**config.mk**
```make
export PLATFORM = sky130hd
export DESIGN_NAME = mcyc_ctrl_fsm
export DESIGN_NICKNAME = d
export VERILOG_FILES = /design/src/rtl/mcyc_pkg.sv /design/src/rtl/mcyc_alu_dec.sv /design/src/rtl/mcyc_ctrl_fsm.sv
export SDC_FILE = /design/constraint.sdc
export NUM_CORES = 1
export LEC_CHECK = 0
export BUFFER_PORTS_ARGS = -buffer_cell sky130_fd_sc_hd__clkbuf_2
export CAP_MARGIN = 10
export CORE_AREA = 4 4 78 80
export CTS_CLUSTER_SIZE = 8
export DETAILED_ROUTE_END_ITERATION = 6
export DIE_AREA = 0 0 82 84
export PLACE_DENSITY = 0.76
export SLEW_MARGIN = 20
export SYNTH_ARGS = -nofsm -noshare
export SYNTH_HDL_FRONTEND = slang
export SYNTH_SLANG_ARGS = --single-unit
export TNS_END_PERCENT = 20
```
**constraint.sdc**
```tcl
create_clock -name clk -period 1.9 [get_ports clk]
set_clock_uncertainty 0.15 [all_clocks]
set_input_delay 0.095 -clock clk [delete_from_list [all_inputs] [get_ports clk]]
set_output_delay 0.095 -clock clk [all_outputs]
set_load 0.02 [all_outputs]
```
**src/rtl/mcyc_pkg.sv**
```systemverilog
// Shared encodings for the multi-cycle MIPS32 control unit: states, opcodes, functs, ALU ops, mux selects.
// Pure declarations; no timing or flow control of its own.
package mcyc_pkg;

    typedef enum logic [3:0] {
        S_FETCH  = 4'd0,
        S_DECODE = 4'd1,
        S_MEMADR = 4'd2,
        S_MEMRD  = 4'd3,
        S_MEMWB  = 4'd4,
        S_MEMWR  = 4'd5,
        S_EXEC_R = 4'd6,
        S_RWB    = 4'd7,
        S_EXEC_I = 4'd8,
        S_IWB    = 4'd9,
        S_BRANCH = 4'd10,
        S_JUMP   = 4'd11,
        S_JR     = 4'd12,
        S_TRAP   = 4'd13
    } state_t;

    localparam logic [5:0] OP_RTYPE = 6'h00;
    localparam logic [5:0] OP_J     = 6'h02;
    localparam logic [5:0] OP_BEQ   = 6'h04;
    localparam logic [5:0] OP_BNE   = 6'h05;
    localparam logic [5:0] OP_ADDI  = 6'h08;
    localparam logic [5:0] OP_SLTI  = 6'h0A;
    localparam logic [5:0] OP_ANDI  = 6'h0C;
    localparam logic [5:0] OP_ORI   = 6'h0D;
    localparam logic [5:0] OP_LW    = 6'h23;
    localparam logic [5:0] OP_SW    = 6'h2B;

    localparam logic [5:0] FN_SLL = 6'h00;
    localparam logic [5:0] FN_JR  = 6'h08;
    localparam logic [5:0] FN_ADD = 6'h20;
    localparam logic [5:0] FN_SUB = 6'h22;
    localparam logic [5:0] FN_AND = 6'h24;
    localparam logic [5:0] FN_OR  = 6'h25;
    localparam logic [5:0] FN_SLT = 6'h2A;

    localparam logic [3:0] ALU_AND = 4'b0000;
    localparam logic [3:0] ALU_OR  = 4'b0001;
    localparam logic [3:0] ALU_ADD = 4'b0010;
    localparam logic [3:0] ALU_SLL = 4'b0011;
    localparam logic [3:0] ALU_SUB = 4'b0110;
    localparam logic [3:0] ALU_SLT = 4'b0111;

    localparam logic [2:0] SRCB_REGB    = 3'd0;
    localparam logic [2:0] SRCB_SHAMT   = 3'd1;
    localparam logic [2:0] SRCB_IMM     = 3'd2;
    localparam logic [2:0] SRCB_IMM_SH2 = 3'd3;
    localparam logic [2:0] SRCB_FOUR    = 3'd4;
    localparam logic [2:0] SRCB_ZIMM    = 3'd5;

    localparam logic [1:0] PCSRC_ALU  = 2'd0;
    localparam logic [1:0] PCSRC_ALUR = 2'd1;
    localparam logic [1:0] PCSRC_JUMP = 2'd2;
    localparam logic [1:0] PCSRC_REGA = 2'd3;

    typedef struct packed {
        logic       mem_read;
        logic       mem_write;
        logic       iord;
        logic       ir_write;
        logic       mdr_write;
        logic       rega_write;
        logic       regb_write;
        logic       alur_write;
        logic       pc_write;
        logic [1:0] pc_src;
        logic       alu_src_a;
        logic [2:0] alu_src_b;
        logic [3:0] alu_op;
        logic       reg_write;
        logic       reg_dst;
        logic       mem_to_reg;
        logic       instr_done;
    } ctrl_t;

    // DECODE-state dispatch; unknown opcodes fall into the trap
    function automatic state_t dispatch(input logic [5:0] op, input logic [5:0] funct);
        state_t s;
        s = S_TRAP;
        case (op)
            OP_LW, OP_SW:                       s = S_MEMADR;
            OP_RTYPE:                           s = (funct == FN_JR) ? S_JR : S_EXEC_R;
            OP_ADDI, OP_SLTI, OP_ANDI, OP_ORI:  s = S_EXEC_I;
            OP_BEQ, OP_BNE:                     s = S_BRANCH;
            OP_J:                               s = S_JUMP;
            default:                            s = S_TRAP;
        endcase
        return s;
    endfunction

endpackage

```
**src/rtl/mcyc_alu_dec.sv**
```systemverilog
// R-type funct decoder: ALU op, B-operand select and legality for EXEC_R.
// Purely combinational, zero latency, no flow control.
module mcyc_alu_dec
    import mcyc_pkg::*;
(
    input  logic [5:0] funct,
    output logic [3:0] alu_op,
    output logic [2:0] alu_src_b,
    output logic       legal
);

    always_comb begin
        alu_op    = ALU_ADD;
        alu_src_b = SRCB_REGB;
        legal     = 1'b1;
        case (funct)
            FN_ADD:  alu_op = ALU_ADD;
            FN_SUB:  alu_op = ALU_SUB;
            FN_AND:  alu_op = ALU_AND;
            FN_OR:   alu_op = ALU_OR;
            FN_SLT:  alu_op = ALU_SLT;
            FN_SLL: begin
                alu_op    = ALU_SLL;
                alu_src_b = SRCB_SHAMT;
            end
            default: legal = 1'b0;
        endcase
    end

endmodule

```
**src/rtl/mcyc_ctrl_fsm.sv**
```systemverilog
// Multi-cycle MIPS32 control FSM: 3 cycles for branch/jump, 4 for R/I/sw, 5 for lw with zero wait.
// FETCH/MEMRD/MEMWR stall with strobes held while mem_ready is low; all outputs forced to 0 during reset.
module mcyc_ctrl_fsm
    import mcyc_pkg::*;
#(
    parameter bit MEM_HANDSHAKE = 1'b1,
    parameter int CNTW          = 32
) (
    input  logic            clk,
    input  logic            rst,
    input  logic [5:0]      op,
    input  logic [5:0]      funct,
    input  logic            zero,
    input  logic            mem_ready,
    output logic            mem_read,
    output logic            mem_write,
    output logic            iord,
    output logic            ir_write,
    output logic            mdr_write,
    output logic            rega_write,
    output logic            regb_write,
    output logic            alur_write,
    output logic            pc_write,
    output logic [1:0]      pc_src,
    output logic            alu_src_a,
    output logic [2:0]      alu_src_b,
    output logic [3:0]      alu_op,
    output logic            reg_write,
    output logic            reg_dst,
    output logic            mem_to_reg,
    output logic            instr_done,
    output logic [CNTW-1:0] instr_count,
    output logic            illegal,
    output logic [3:0]      state
);

    state_t          cur, nxt;
    ctrl_t           c, co;
    logic            ready;
    logic [CNTW-1:0] cnt;
    logic [3:0]      r_alu_op;
    logic [2:0]      r_srcb;
    logic            r_legal;

    assign ready = MEM_HANDSHAKE ? mem_ready : 1'b1;

    mcyc_alu_dec u_alu_dec (
        .funct     (funct),
        .alu_op    (r_alu_op),
        .alu_src_b (r_srcb),
        .legal     (r_legal)
    );

    always_ff @(posedge clk or posedge rst) begin
        if (rst) begin
            cur <= S_FETCH;
            cnt <= '0;
        end else begin
            cur <= nxt;
            if (c.instr_done)
                cnt <= cnt + CNTW'(1);
        end
    end

    always_comb begin
        c   = '0;
        nxt = cur;
        case (cur)
            S_FETCH: begin
                c.mem_read  = 1'b1;
                c.alu_src_b = SRCB_FOUR;
                c.alu_op    = ALU_ADD;
                c.pc_src    = PCSRC_ALU;
                if (ready) begin
                    c.ir_write = 1'b1;
                    c.pc_write = 1'b1;
                    nxt        = S_DECODE;
                end
            end
            S_DECODE: begin
                // ALU precomputes the branch target while the register file is read
                c.rega_write = 1'b1;
                c.regb_write = 1'b1;
                c.alu_src_b  = SRCB_IMM_SH2;
                c.alu_op     = ALU_ADD;
                c.alur_write = 1'b1;
                nxt          = dispatch(op, funct);
            end
            S_MEMADR: begin
                c.alu_src_a  = 1'b1;
                c.alu_src_b  = SRCB_IMM;
                c.alu_op     = ALU_ADD;
                c.alur_write = 1'b1;
                nxt          = (op == OP_SW) ? S_MEMWR : S_MEMRD;
            end
            S_MEMRD: begin
                c.iord     = 1'b1;
                c.mem_read = 1'b1;
                if (ready) begin
                    c.mdr_write = 1'b1;
                    nxt         = S_MEMWB;
                end
            end
            S_MEMWB: begin
                c.reg_write  = 1'b1;
                c.mem_to_reg = 1'b1;
                c.instr_done = 1'b1;
                nxt          = S_FETCH;
            end
            S_MEMWR: begin
                c.iord      = 1'b1;
                c.mem_write = 1'b1;
                if (ready) begin
                    c.instr_done = 1'b1;
                    nxt          = S_FETCH;
                end
            end
            S_EXEC_R: begin
                c.alu_src_a  = 1'b1;
                c.alur_write = 1'b1;
                c.alu_op     = r_alu_op;
                c.alu_src_b  = r_srcb;
                nxt          = r_legal ? S_RWB : S_TRAP;
            end
            S_RWB: begin
                c.reg_write  = 1'b1;
                c.reg_dst    = 1'b1;
                c.instr_done = 1'b1;
                nxt          = S_FETCH;
            end
            S_EXEC_I: begin
                c.alu_src_a  = 1'b1;
                c.alur_write = 1'b1;
                case (op)
                    OP_ADDI: begin c.alu_op = ALU_ADD; c.alu_src_b = SRCB_IMM;  end
                    OP_SLTI: begin c.alu_op = ALU_SLT; c.alu_src_b = SRCB_IMM;  end
                    OP_ANDI: begin c.alu_op = ALU_AND; c.alu_src_b = SRCB_ZIMM; end
                    OP_ORI:  begin c.alu_op = ALU_OR;  c.alu_src_b = SRCB_ZIMM; end
                    default: ;
                endcase
                nxt = S_IWB;
            end
            S_IWB: begin
                c.reg_write  = 1'b1;
                c.instr_done = 1'b1;
                nxt          = S_FETCH;
            end
            S_BRANCH: begin
                c.alu_src_a  = 1'b1;
                c.alu_src_b  = SRCB_REGB;
                c.alu_op     = ALU_SUB;
                c.pc_src     = PCSRC_ALUR;
                c.pc_write   = (op == OP_BNE) ? ~zero : zero;
                c.instr_done = 1'b1;
                nxt          = S_FETCH;
            end
            S_JUMP: begin
                c.pc_src     = PCSRC_JUMP;
                c.pc_write   = 1'b1;
                c.instr_done = 1'b1;
                nxt          = S_FETCH;
            end
            S_JR: begin
                c.pc_src     = PCSRC_REGA;
                c.pc_write   = 1'b1;
                c.instr_done = 1'b1;
                nxt          = S_FETCH;
            end
            S_TRAP:  nxt = S_TRAP;
            default: nxt = S_FETCH;
        endcase
    end

    // Reset masks everything combinationally so an abandoned instruction drops its strobes at once
    assign co = rst ? '0 : c;

    assign mem_read    = co.mem_read;
    assign mem_write   = co.mem_write;
    assign iord        = co.iord;
    assign ir_write    = co.ir_write;
    assign mdr_write   = co.mdr_write;
    assign rega_write  = co.rega_write;
    assign regb_write  = co.regb_write;
    assign alur_write  = co.alur_write;
    assign pc_write    = co.pc_write;
    assign pc_src      = co.pc_src;
    assign alu_src_a   = co.alu_src_a;
    assign alu_src_b   = co.alu_src_b;
    assign alu_op      = co.alu_op;
    assign reg_write   = co.reg_write;
    assign reg_dst     = co.reg_dst;
    assign mem_to_reg  = co.mem_to_reg;
    assign instr_done  = co.instr_done;
    assign instr_count = cnt;
    assign illegal     = ~rst & (cur == S_TRAP);
    assign state       = rst ? 4'd0 : cur;

endmodule

```
After elaboration in Yosys (flattened, before gate mapping):

Cells that the tools add are included.

* memories kept: 0
* memory bits (writable): 0
* register bits: 36
* output and inout bits: 60
* input port bits: 16
* bits in latches: 0
* ROM bits: 0
* word-level logic and storage cells: 81

* mux-type cells: 30
* div/mod/pow operators: 0
* eq/ne operators: 31
* shifts and indexed selects: 0
* reductions and logical operators: 14
* order comparisons: 0
* $add $sub $neg: 1
* $mul: 0
* bitwise logic cells: 3

Operator list (number)
* 6-bit equality test (second input constant): 7
* 7-bit case mux with 6 select lines: 1
* 32-bit by 1-bit adder with 32-bit output (second input constant): 1
* 4-bit case mux with 8 select lines: 1
* 6-bit by 4-bit equality test with 1-bit output (second input constant): 5
* 7-bit case mux with 4 select lines: 1
* 4-bit equality test (second input constant): 6
* 4-bit two-way mux: 6
* 23-bit two-way mux: 1
* 4-bit case mux with 5 select lines: 1
* 4-bit by 3-bit equality test with 1-bit output (second input constant): 4
* 3-bit case mux with 5 select lines: 1
* 1-bit two-way mux: 14
* 6-bit by 3-bit equality test with 1-bit output (second input constant): 2
* 6-bit zero test: 2
* 3-bit case mux with 4 select lines: 1
* 4-bit OR reduction: 3
* 6-bit OR reduction: 2
* 4-bit by 2-bit equality test with 1-bit output (second input constant): 2
* 2-bit OR reduction: 4
* 6-bit by 2-bit equality test with 1-bit output (second input constant): 1
* 2-bit inequality test (second input constant): 3
* 4-bit by 1-bit equality test with 1-bit output (second input constant): 1
* 4-bit zero test: 1
* other kinds (7): 8

Depth between registers and ports, before layout:

* depth after elaboration: 5
* depth in mapped cells: 6
* gate-level depth less buffers: 5

By module:

A second synthesis with hierarchy kept.

* cells, all modules: 304
* area, all modules: 2560.0 um^2

Modules (own cells, without submodules)
* mcyc_ctrl_fsm: area each 2439.8 um^2, cells each 286, instances 1
* mcyc_alu_dec: area each 120.1 um^2, cells each 18, instances 1

Least setup slack after synthesis:

Ideal clock, no wire load.

* path kind: input port to output port
* start point: input port rst
* end point: output port alu_src_b[2]
* setup slack: -683 ps
* required time: 1655 ps
* path buffers: 0
* stages: 3
* arrival time: 2338 ps
* path through: inv_1 o21ai_1 a2111oi_0

* cells in the longest elaborated chain, start to end: 1

RTL lines
* start: declaration: line mcyc_ctrl_fsm.sv:10 `input logic rst,`
* 23-bit two-way mux: line mcyc_ctrl_fsm.sv:175 `assign co = rst ? '0 : c;`
* end: declaration: line mcyc_ctrl_fsm.sv:26 `output logic [2:0] alu_src_b,`

No other way between the ends.

Final worst setup path:

* start point: register cur[1]
* end point: output port alu_op[1]

* cells in the longest elaborated chain, start to end: 3
* elaborated cells between the ends (all ways): 8
* those cells by class: 5 x eq/ne; 2 x mux; 1 x reduce/logical

RTL lines
* start: declaration: line mcyc_ctrl_fsm.sv:37 `state_t cur, nxt;`
* start signal: assignment: line mcyc_ctrl_fsm.sv:59 `cur <= nxt;`
* 4-bit equality test, or another cell as far along: line mcyc_ctrl_fsm.sv:68 `case (cur)`
* 7-bit case mux with 6 select lines *: line mcyc_ctrl_fsm.sv:68
* 23-bit two-way mux *: line mcyc_ctrl_fsm.sv:175
* end: declaration: line mcyc_ctrl_fsm.sv:27 `output logic [3:0] alu_op,`

Mark *: on every way between the ends. The rest lies on a longest branch, timed or not.

==> results.md <==
* Outcome: complete, but fails checks
* Violations in the final reports: setup timing
* Buffers & Inverters on Critical Path at 1
* Antenna violations before repair at 0
* Setup_tns at -1.01 ns
* Arrival time of data at the critical path endpoint at between 1.5 and 2 ns
* Final Instance Count excl. Fillers at 493
* Count of pins over their slew limit at 0
* Critical Path Most Common Cell: o21ai_2
* Worst flop-to-flop path endpoint: instr_count[8]
* Die Outline Area at a little under 0.007 sq mm
* Detailed placement HPWL at around 5500 um
* Share of layout cells above drive strength 1 at a little under half
* Sequential cell area fraction in the yosys report at between 30% and 40%
* Clock Pin Slew Worst Setup and Hold Paths at ~0.070 ns
* Largest fanout on the critical path at 6
* Total track usage at between 20% and 30%
* Die width at between 80 and 90 um
* Mapped Area at ~0.0025 sq mm
* Via count of the routed design at around 2,700
* Synthesized area per cell at ~8.4 sq um
* Worst R2R Setup Slack at -0.05 ns
* Kind of end point of the critical path: output port
* Worst R2R Start: cur[1]
* Port-buffer cells at 74
* Hold violation count in the final report at 0
* Power density over the cells at between 1000 and 1500 mW/mm^2
* Wl on met1 at 3170 um
* Critical path class: reg2out
* Switching power at about 1.7 mW
* H-tree levels at 2
* Leak at around 1.8 nW
* Met3 Routed Length at between 400 and 500 um
* Min Tclk post-route at a little over 2 ns
* Total Nets Final at ~440
* Final-report setup violation count at 16
* Highest cell delay on the worst timing path at ~0.46 ns
* Number of standard-cell rows in the floorplan at 27
* Proportion of synthesized flip-flops having asynchronous set or reset at between 90% and 100%
* Worst reg-to-reg path cell count at 7
* Final GP Congestion at roughly 0.93
* Initial standard-cell utilization of the core at 45.9%
* Power share of the clock group at approximately 14%
* Area Overhead vs Synth at 50.9%
* Most frequent cells in the layout: clkbuf_2 (60), buf_4 (52), dfrtp_1 (33), nand2_1 (24), nor2_1 (23)
* Worst-case hold path end point: cur[1]
* Worst-case vdd ir drop at roughly 670 uV
* First-pass DRT Iterations at 4
* WL final at around 7900 um
* Cell breakdown of the critical path: or2_4 > a21oi_4 > o21ai_2 > or3_1 > o21ai_2 > buf_6
* Buffers from clock root to sink, at most at 2
* Initial detailed-routing violation count at approximately 150
* Global-route wire length before repair at about 13,000 um
* Most common cell after layout, fill and taps aside: clkbuf_2
* Final cell area excluding filler cells at between 0.003 and 0.004 sq mm
* # diodes at 0
* Top FF cell, synth: dfrtp_1
* Path category of the worst min-delay check: in2reg
* Instance area after placement at approximately 0.0032 sq mm
* Wire length on met2 at roughly 4200 um
* Core region area at approximately 0.0054 sq mm
* Number of vias per cell at 5.55
* Launch instance of the worst min-delay path: op[4]
* Clock tree from TritonCTS: yes
* Num ports at 76
* CP required at 1.65 ns
* YS warnings at 0
* Max capacitance violation total at 0
* Comb power frac at 61.1%
* Post-synth cell types at 61
* Maximum number of pins on one net before global-route repair at 37
* Routed length per placed instance at 16.1 um
* Post-Place Cells at around 470
* Part of the cycle the worst path needs at 107%
* FF+latch count, synth at 36
* Number of remaining DRC errors at 0
* Synthesized netlist net count at about 310
* Setup crit start kind: flop
* GRT overflow at 0
* Y dimension of the die at roughly 84 um
* Remaining antenna violation count at 0
* Final worst-path setup slack at -0.130 ns
* Worst path slowest cell: dfrtp_2
* Top layer reached by signal wires: met4
* CTS root buf: clkbuf_8
* Maximum operating frequency at slightly below 500 MHz
* Clk_lat worst skew at about 0.28 ns
* Number of cells on the worst hold path at 3
* Unrepaired setup endpoints after global routing: true
* Switching part of the total power at a little over two fifths
* Number of instances in the synthesized netlist at between 200 and 300
* Vias in the first global route at around 2,700
* Number of enable-type register cells in the synthesized netlist at 0
* Reg power frac at about 25%
* Number of buffers added by the clock tree synthesis step at 5
* Cell family with the largest share of critical-path delay: simple AND/OR/NAND/NOR gates
* Total internal power at about 2.2 mW
* Clk sink count at 36
-- stage by stage --
step | worst slack [ns] | util (%) | power [mW] | hold WS [ns]
after global placement | 0.0212 | 59.8 | 2.78 | 0.121
after floorplan | -0.0576 | - | 2.06 | -0.0938
after global routing | -0.201 | 69.3 | 4.16 | 0.0894
after detailed placement | -0.0505 | 59.8 | 2.80 | 0.128
after CTS | -0.161 | 66.8 | 3.65 | 0.0230
final | -0.130 | 69.3 | 3.94 | 0.0320
-- synthesized netlist by cell type (all sizes together), types with 3 or more instances --
library cell | instances | area share, %
xor2 | 20 | 7.1
nand2 | 25 | 3.8
nor4 | 6 | 2.4
dfrtp | 36 | 36
nor3 | 18 | 3.8
xnor2 | 15 | 5.3
nand3 | 18 | 3.6
nor2b | 4 | 1.0
or3 | 3 | 0.76
or2 | 4 | 1.0
inv | 15 | 2.3
buf | 5 | 1.3
o2111ai | 3 | 1.6
nand4 | 6 | 1.5
clkbuf | 9 | 1.4
nand2b | 9 | 2.3
a21oi | 12 | 2.4
a31oi | 4 | 1.0
o21ai | 8 | 1.6
nor2 | 33 | 5.1
and3 | 4 | 1.0
-- registers in the layout, indices dropped and copies added, names as in the netlist --
name	count
cur	4
instr_count	32
-- power by group through the flow --
stage	logic, mW	clock network (mW)	registers (mW)
3_5_place_dp	1.82	0	0.972
3_3_place_gp	1.81	0	0.971
2_1_floorplan	1.03	0	1.02
6_report	2.41	0.551	0.983
5_1_grt	2.58	0.589	0.992
4_1_cts	2.13	0.550	0.973
-- area by class of cell --
cell class	instances	area, sq um
Multi-Input combinational cell	229	1690
Tap cell	72	90.1
Clock buffer	8	90.1
Sequential cell	36	905
Fill cell	405	1660
Inverter	15	60.1
Timing Repair Buffer	133	915
-- metal layers --
metal / up-vias / track usage [%]
li1: 1298 / -
met1: 1314 / 27.6
met2: 116 / 39.7
met3: 8 / 3.78
met4: 0 / 6.04
met5: - / 0
-- how the worst max path moves through the flow --
stage                               from         endpoint  slack, ns  depth (start not counted)
final                             cur[1]        alu_op[1]      -0.13                          6
after global routing              cur[1]        alu_op[0]      -0.20                          8
after CTS                         cur[3]        alu_op[1]      -0.16                          6
after detailed placement  instr_count[5]  instr_count[30]      -0.05                          5
after global placement            cur[3]        alu_op[1]       0.02                          6
after floorplan                   cur[3]        alu_op[1]      -0.06                          6
-- timing repair --
item / CTS / global route
pin swaps: 9 / 12
gates resized for setup: 46 / 38
endpoints found under the setup margin: 20 / 41
hold buffers: 2 / 0
cloned: 0 / 0
buffers inserted: 8 / 3
endpoints found under the hold margin: 36 / 0
-- cell families after synthesis --
family          Yosys count  share of synthesized area [%]
mux                       1                          0.454
buf+inv                  29                           4.89
fa+ha+maj                 1                          0.504
other cells               1                          0.151
xor+xnor                 35                           12.3
compound gates           51                           15.4
flops                    36                           36.3
simple gates            140                           29.9
-- worst reg2reg max path, cell delays in order (launching register included) --
cell and delay (ns):
dfrtp_2 0.46, o21ba_1 0.22, o211a_4 0.29, buf_4 0.16, o21ai_2 0.17, buf_4 0.16, nor2_1 0.06, xor2_1 0.17
No activity file was read; power rests on OpenSTA's default activity.
